## config.mk

```make
export PLATFORM = sky130hd
export DESIGN_NAME = sram_param_clr_flat
export DESIGN_NICKNAME = d
export VERILOG_FILES = /design/src/rtl/sram_param_clr_pkg.sv /design/src/rtl/sram_param_clr_if.sv /design/src/rtl/sram_param_clr_ctrl.sv /design/src/rtl/sram_param_clr.sv /design/src/flat_wrapper.sv
export SDC_FILE = /design/constraint.sdc
export NUM_CORES = 2
export LEC_CHECK = 0
export ABC_AREA = 1
export CORE_UTILIZATION = 35
export CTS_CLUSTER_DIAMETER = 60
export DETAILED_ROUTE_END_ITERATION = 16
export PLACE_DENSITY = 0.52
export SLEW_MARGIN = 5
export SYNTH_ARGS = -nofsm -noshare
export SYNTH_HDL_FRONTEND = slang
export SYNTH_SLANG_ARGS = --single-unit
```

## constraint.sdc

```tcl
create_clock -name CLK -period 9.2 [get_ports CLK]
set_input_delay 0.92 -clock CLK [delete_from_list [all_inputs] [get_ports CLK]]
set_output_delay 0.92 -clock CLK [all_outputs]
set_load 0.05 [all_outputs]
```

## src/rtl/sram_param_clr_pkg.sv

```systemverilog
// Shared types and helpers for the clear-on-reset SRAM model.
// State encoding for the sweep controller and segment width helper.
package sram_pkg;

  typedef enum logic {
    ST_CLEAR,
    ST_READY
  } state_e;

  function automatic int seg_w(int width, int num_seg);
    return width / num_seg;
  endfunction

endpackage

```

## src/rtl/sram_param_clr_if.sv

```systemverilog
// Request/response bundle of the clear-on-reset SRAM.
// master drives requests, slave is the memory.
interface sram_param_clr_if #(
  parameter int WIDTH   = 152,
  parameter int ADDR_W  = 4,
  parameter int NUM_SEG = 8
);
  logic               CEN;
  logic               WEN;
  logic [ADDR_W-1:0]  A;
  logic [WIDTH-1:0]   D;
  logic [NUM_SEG-1:0] BWEN;
  logic [WIDTH-1:0]   Q;
  logic               VALID;
  logic               BUSY;

  modport master (
    output CEN, WEN, A, D, BWEN,
    input  Q, VALID, BUSY
  );

  modport slave (
    input  CEN, WEN, A, D, BWEN,
    output Q, VALID, BUSY
  );
endinterface

```

## src/rtl/sram_param_clr_ctrl.sv

```systemverilog
// Clear sweep controller: zeroes every row after reset,
// holds BUSY until the last row has been written.
module sram_clr_ctrl
  import sram_pkg::*;
#(
  parameter int DEPTH  = 16,
  parameter int ADDR_W = 4
) (
  input  logic              clk,
  input  logic              rst,
  output logic              busy_o,
  output logic              clr_we_o,
  output logic [ADDR_W-1:0] clr_addr_o
);

  state_e            state_q, state_d;
  logic [ADDR_W-1:0] addr_q, addr_d;
  logic              busy_q, busy_d;

  always_comb begin
    state_d = state_q;
    addr_d  = addr_q;
    busy_d  = busy_q;
    unique case (1'b1)
      (state_q == ST_CLEAR): begin
        addr_d = addr_q + ADDR_W'(1);
        if (addr_q == ADDR_W'(DEPTH - 1)) begin
          state_d = ST_READY;
          busy_d  = 1'b0;
          addr_d  = '0;
        end
      end
      default: ;
    endcase
  end

  always_ff @(posedge clk) begin
    if (rst) begin
      state_q <= ST_CLEAR;
      addr_q  <= '0;
      busy_q  <= 1'b1;
    end else begin
      state_q <= state_d;
      addr_q  <= addr_d;
      busy_q  <= busy_d;
    end
  end

  assign busy_o     = busy_q;
  assign clr_we_o   = (state_q == ST_CLEAR);
  assign clr_addr_o = addr_q;

endmodule

```

## src/rtl/sram_param_clr.sv

```systemverilog
// Parametrised register-file SRAM with segment write mask,
// optional output register and hardware zeroing after reset.
module sram_param_clr
  import sram_pkg::*;
#(
  parameter int WIDTH   = 152,
  parameter int DEPTH   = 16,
  parameter int ADDR_W  = 4,
  parameter int NUM_SEG = 8,
  parameter int OUT_REG = 0
) (
  input  logic CLK,
  input  logic RESET,
  sram_param_clr_if.slave bus
);

  localparam int SEG_W = seg_w(WIDTH, NUM_SEG);

  if (WIDTH % NUM_SEG != 0) begin : g_bad_seg
    $error("WIDTH must be a multiple of NUM_SEG");
  end
  if ((2 ** ADDR_W) < DEPTH) begin : g_bad_addr
    $error("ADDR_W too narrow for DEPTH");
  end

  function automatic logic in_range(logic [ADDR_W-1:0] a);
    return 32'(a) < DEPTH;
  endfunction

  logic              busy;
  logic              clr_we;
  logic [ADDR_W-1:0] clr_addr;

  sram_clr_ctrl #(
    .DEPTH (DEPTH),
    .ADDR_W(ADDR_W)
  ) u_ctrl (
    .clk       (CLK),
    .rst       (RESET),
    .busy_o    (busy),
    .clr_we_o  (clr_we),
    .clr_addr_o(clr_addr)
  );

  logic user_ok, rd_fire, wr_fire;

  assign user_ok = !RESET && !busy && !bus.CEN;
  assign rd_fire = user_ok && bus.WEN;
  assign wr_fire = user_ok && !bus.WEN && in_range(bus.A);

  logic              wr_en;
  logic [ADDR_W-1:0] wr_row;
  logic [WIDTH-1:0]  wr_data;
  logic [WIDTH-1:0]  wr_mask;

  // Sweep and user port never overlap: user traffic is gated by busy.
  always_comb begin
    wr_en   = 1'b0;
    wr_row  = '0;
    wr_data = '0;
    wr_mask = '0;
    if (clr_we && !RESET) begin
      wr_en   = 1'b1;
      wr_row  = clr_addr;
      wr_mask = '1;
    end else if (wr_fire) begin
      wr_en   = 1'b1;
      wr_row  = bus.A;
      wr_data = bus.D;
      for (int s = 0; s < NUM_SEG; s++) begin
        wr_mask[s*SEG_W +: SEG_W] = {SEG_W{~bus.BWEN[s]}};
      end
    end
  end

  logic [WIDTH-1:0] mem_q [DEPTH];

  always_ff @(posedge CLK) begin
    if (wr_en) begin
      mem_q[wr_row] <= (mem_q[wr_row] & ~wr_mask) | (wr_data & wr_mask);
    end
  end

  logic [ADDR_W-1:0] raddr_q, raddr_d;
  logic [WIDTH-1:0]  rd_word;

  always_comb begin
    raddr_d = raddr_q;
    if (rd_fire) raddr_d = bus.A;
  end

  always_ff @(posedge CLK) begin
    if (RESET) raddr_q <= '0;
    else       raddr_q <= raddr_d;
  end

  always_comb begin
    rd_word = '0;
    if (in_range(raddr_q)) rd_word = mem_q[raddr_q];
  end

  if (OUT_REG != 0) begin : g_oreg
    logic             pend_q, pend_d;
    logic             valid_q, valid_d;
    logic [WIDTH-1:0] out_q, out_d;

    always_comb begin
      pend_d  = rd_fire;
      valid_d = pend_q;
      out_d   = out_q;
      if (pend_q) out_d = rd_word;
    end

    always_ff @(posedge CLK) begin
      if (RESET) begin
        pend_q  <= 1'b0;
        valid_q <= 1'b0;
        out_q   <= '0;
      end else begin
        pend_q  <= pend_d;
        valid_q <= valid_d;
        out_q   <= out_d;
      end
    end

    assign bus.Q     = out_q;
    assign bus.VALID = valid_q;
  end else begin : g_comb
    logic valid_q, valid_d;

    always_comb valid_d = rd_fire;

    always_ff @(posedge CLK) begin
      if (RESET) valid_q <= 1'b0;
      else       valid_q <= valid_d;
    end

    // Rows are stale until swept, so Q is masked while busy.
    assign bus.Q     = busy ? '0 : rd_word;
    assign bus.VALID = valid_q;
  end

  assign bus.BUSY = busy;

endmodule
```

## src/flat_wrapper.sv

```systemverilog
// flat-port wrapper written by rule: the top's interface ports become plain ports
module sram_param_clr_flat import sram_pkg::*;
#(
  parameter int WIDTH   = 152,
  parameter int DEPTH   = 16,
  parameter int ADDR_W  = 4,
  parameter int NUM_SEG = 8,
  parameter int OUT_REG = 0
)
  (CLK, RESET, bus_CEN, bus_WEN, bus_A, bus_D, bus_BWEN, bus_Q, bus_VALID, bus_BUSY);
  sram_param_clr_if #(.WIDTH(WIDTH), .ADDR_W(ADDR_W), .NUM_SEG(NUM_SEG)) bus_i ();
  input  logic CLK;
  input  logic RESET;
  input wire logic [$bits(bus_i.CEN)-1:0] bus_CEN;
  input wire logic [$bits(bus_i.WEN)-1:0] bus_WEN;
  input wire logic [$bits(bus_i.A)-1:0] bus_A;
  input wire logic [$bits(bus_i.D)-1:0] bus_D;
  input wire logic [$bits(bus_i.BWEN)-1:0] bus_BWEN;
  output wire logic [$bits(bus_i.Q)-1:0] bus_Q;
  output wire logic [$bits(bus_i.VALID)-1:0] bus_VALID;
  output wire logic [$bits(bus_i.BUSY)-1:0] bus_BUSY;
  assign bus_i.CEN = bus_CEN;
  assign bus_i.WEN = bus_WEN;
  assign bus_i.A = bus_A;
  assign bus_i.D = bus_D;
  assign bus_i.BWEN = bus_BWEN;
  assign bus_Q = bus_i.Q;
  assign bus_VALID = bus_i.VALID;
  assign bus_BUSY = bus_i.BUSY;
  sram_param_clr #(.WIDTH(WIDTH), .DEPTH(DEPTH), .ADDR_W(ADDR_W), .NUM_SEG(NUM_SEG), .OUT_REG(OUT_REG)) u_core (.CLK(CLK), .RESET(RESET), .bus(bus_i));
endmodule
```

==> metrics <==
status=finished, final reports clean; crit start category=flop; Worst Path Arrival=between 5 and 6 ns; initial antenna violation count=10; CTS tree=yes; row count=roughly 220; Total Wirelength=around 470 mm; worst ir drop on vdd=roughly 0.00012 V; R2R depth=16; number of gates resized after cts=0; HPWL Detailed=between 200 and 250 mm; Hold Fails Final Rpt=0; RR Startpoint=u_core.u_ctrl.busy_o$_SDFFE_PP1P_; hold depth=2; Max clock buf depth=4; hold slack=~0.46 ns; flops & latches, synth=around 2400; Starting Density=roughly a third; gpl congestion=roughly 0.78; CP Capture Type=output pin; worst endpoint required time=8.28 ns; R2R setup slack=3.84 ns; GR Util All Layers=25.6%; Syn Area/Cell=8.87 um^2; Tightest Pin Transition=around 1.3 ns; post-layout util=about 40%; clk sinks=2447; worst hold start=u_core.raddr_q[1]$_SDFFE_PP0P_; post-synthesis sequential area ratio=approximately three fifths; DRC violations left=0; Slew Viols, Final=0; most frequent cells in the layout=nand2_1, edfxtp_1, o21ai_0; Core Footprint=around 350000 um^2; first-pass GRT wire length=684 mm; Vias=105142; critical-path cell list=buf_12 -> buf_4 -> o21ai_0 -> o221ai_1 -> o211ai_1 -> a21oi_1 -> clkdlybuf4s50_1; pin count of the biggest net entering global routing=around 210; setup TNS=0 ns; H-tree Lvls=5; static leakage=approximately 54 nW; Hold Path Class=reg -> reg; reg2reg end=u_core.mem_q[3][105]$_DFFE_PP_; DR iter-0 viols=about 11000; clock slew at reported path FFs=0.05 ns; die height=~600 um; Worst-Skew Late Latency=~0.94 ns; Yosys warnings=0; GRT overflow=0; max_slew headroom=10.8%; CP delay by family, top=buffers and inverters; Slowest-stage cell, CP=buf_4; P&R area growth vs syn=12.7%; I/O Pins=between 300 and 400; f_max=approximately 150 MHz; Syn Inst Count=around 14000; Final ANT Viol Nets=0; first-pass iteration count of the detailed router=8; critical path type=reg -> out; RSZ-0062 raised after global routing=false; fin crit share=~73%; clk_skew=0.0462 ns; total power density per cell area=187 nW/um^2; Die W=between 500 and 600 um; port bufs=321; Bufs and invs on worst path=3; Hold-fix buffers, CTS=0; Die ar.=between 300000 and 400000 um^2; clock period minus final worst setup slack=between 6 and 7 ns; FILL cells=about 35000; layout cell share with drive strength beyond 1=between 4 and 5%; Worst path max stage delay=a little over 1 ns; Netlist cell types=31; critical path fanouts, max=162; CTS buffer count=295; Setup Viol. Count Final=0; Max-cap violations=0; vias in the first global route=between 100k and 150k; Setup Fix Bufs, Post-CTS=0; clock tree root buffer cell=clkbuf_16; Final #Nets=about 14000; WL per Instance=roughly 25 um; commonest non-fill, non-tap cell in the layout=nand2_1; total power=26.2 mW; syn nets=about 14000; via/cell ratio=about 5.6; Mapped Area=124000 um^2
state kept, by name, indices dropped and copies added (netlist names), named ones only:
register	cells
u_core.mem_q	2432
u_core.raddr_q	4
u_core.u_ctrl.clr_addr_o	4
u_core.bus.VALID	1
u_core.u_ctrl.busy_o	1
u_core.u_ctrl.state_q	1
cell families after synthesis:
family | share of synthesized area, %
adder cells (fa/ha/maj) | 0.0100
flip-flops | 58.9
AO/OA/AOI/OAI | 11.8
AND/OR/NAND/NOR | 24.9
buffers and inverters | 4.39
cell type report:
type                            count  area, um^2  area share [%]
Clock inverter                    163        1410            1.00
Inverter                          147         589           0.420
Tap cell                         4730        5920            4.22
Sequential cell                  2447       73300            52.3
Multi-Input combinational cell  10309       45900            32.7
Timing Repair Buffer              504        5390            3.84
Clock buffer                      361        7740            5.52
Antenna cell                        1        2.50         0.00178
worst max-delay path by stage:
| stage | cells past startpoint | end | slack, ns | startpoint |
|---|---|---|---|---|
| detailed placement | 17 | u_core.mem_q[15][105]$_DFFE_PP_ | 2.82 | RESET |
| global placement | 17 | u_core.mem_q[3][105]$_DFFE_PP_ | 2.85 | RESET |
| floorplan | 11 | u_core.mem_q[12][0]$_DFFE_PP_ | 0.02 | RESET |
| finish | 7 | bus_Q[1] | 2.50 | flop |
| CTS | 7 | bus_Q[151] | 2.59 | flop |
| global route | 7 | bus_Q[136] | 2.32 | flop |
synthesized netlist by cell type, drive strengths merged:
library cell,number,area [um^2]
nand2,5332,20000
edfxtp,2432,73000
o21ai,1488,7450
nand3,1267,6350
nor2,1199,4560
clkbuf,612,2300
buf,521,2610
o221ai,366,3210
a21oi,250,1250
o211ai,226,1700
o22ai,171,1080
inv,146,548
dfxtp,15,300
or2,5,31.3
nor3,2,20.0
a211oi,1,7.51
a31oi,1,6.26
clkinv,1,3.75
ha,1,12.5
through the flow:
stage	instances	area, um^2	setup slack (ns)
after global placement	18137	131000	2.85
after floorplan	14036	124000	0.0155
final	18662	140000	2.50
after CTS	18661	140000	2.59
after detailed placement	18137	131000	2.82
after global routing	18662	140000	2.32
power by group:
part / internal, mW / switching (mW) / total [mW]
Combinational: 0.557 / 1.63 / 2.19
Sequential: 12.7 / 0.0858 / 12.8
Clock: 6.46 / 4.82 / 11.3
tightest hold or removal path, delay by kind of cell, from the launching register on:
family | cells | cell delay (ns)
flip-flops | 1 | 0.29
AO/OA/AOI/OAI | 1 | 0.07
AND/OR/NAND/NOR | 1 | 0.05
routing by layer:
metal  vias to the layer above  share of wire (%)  track usage, %
met5                         -             0.0085               0
met3                       877                7.5            3.48
met1                     51498                 42            34.0
li1                      47934                  -               -
met2                      4827                 47            42.3
met4                         6                4.0            9.88
Power figures use the tool's default switching activity.
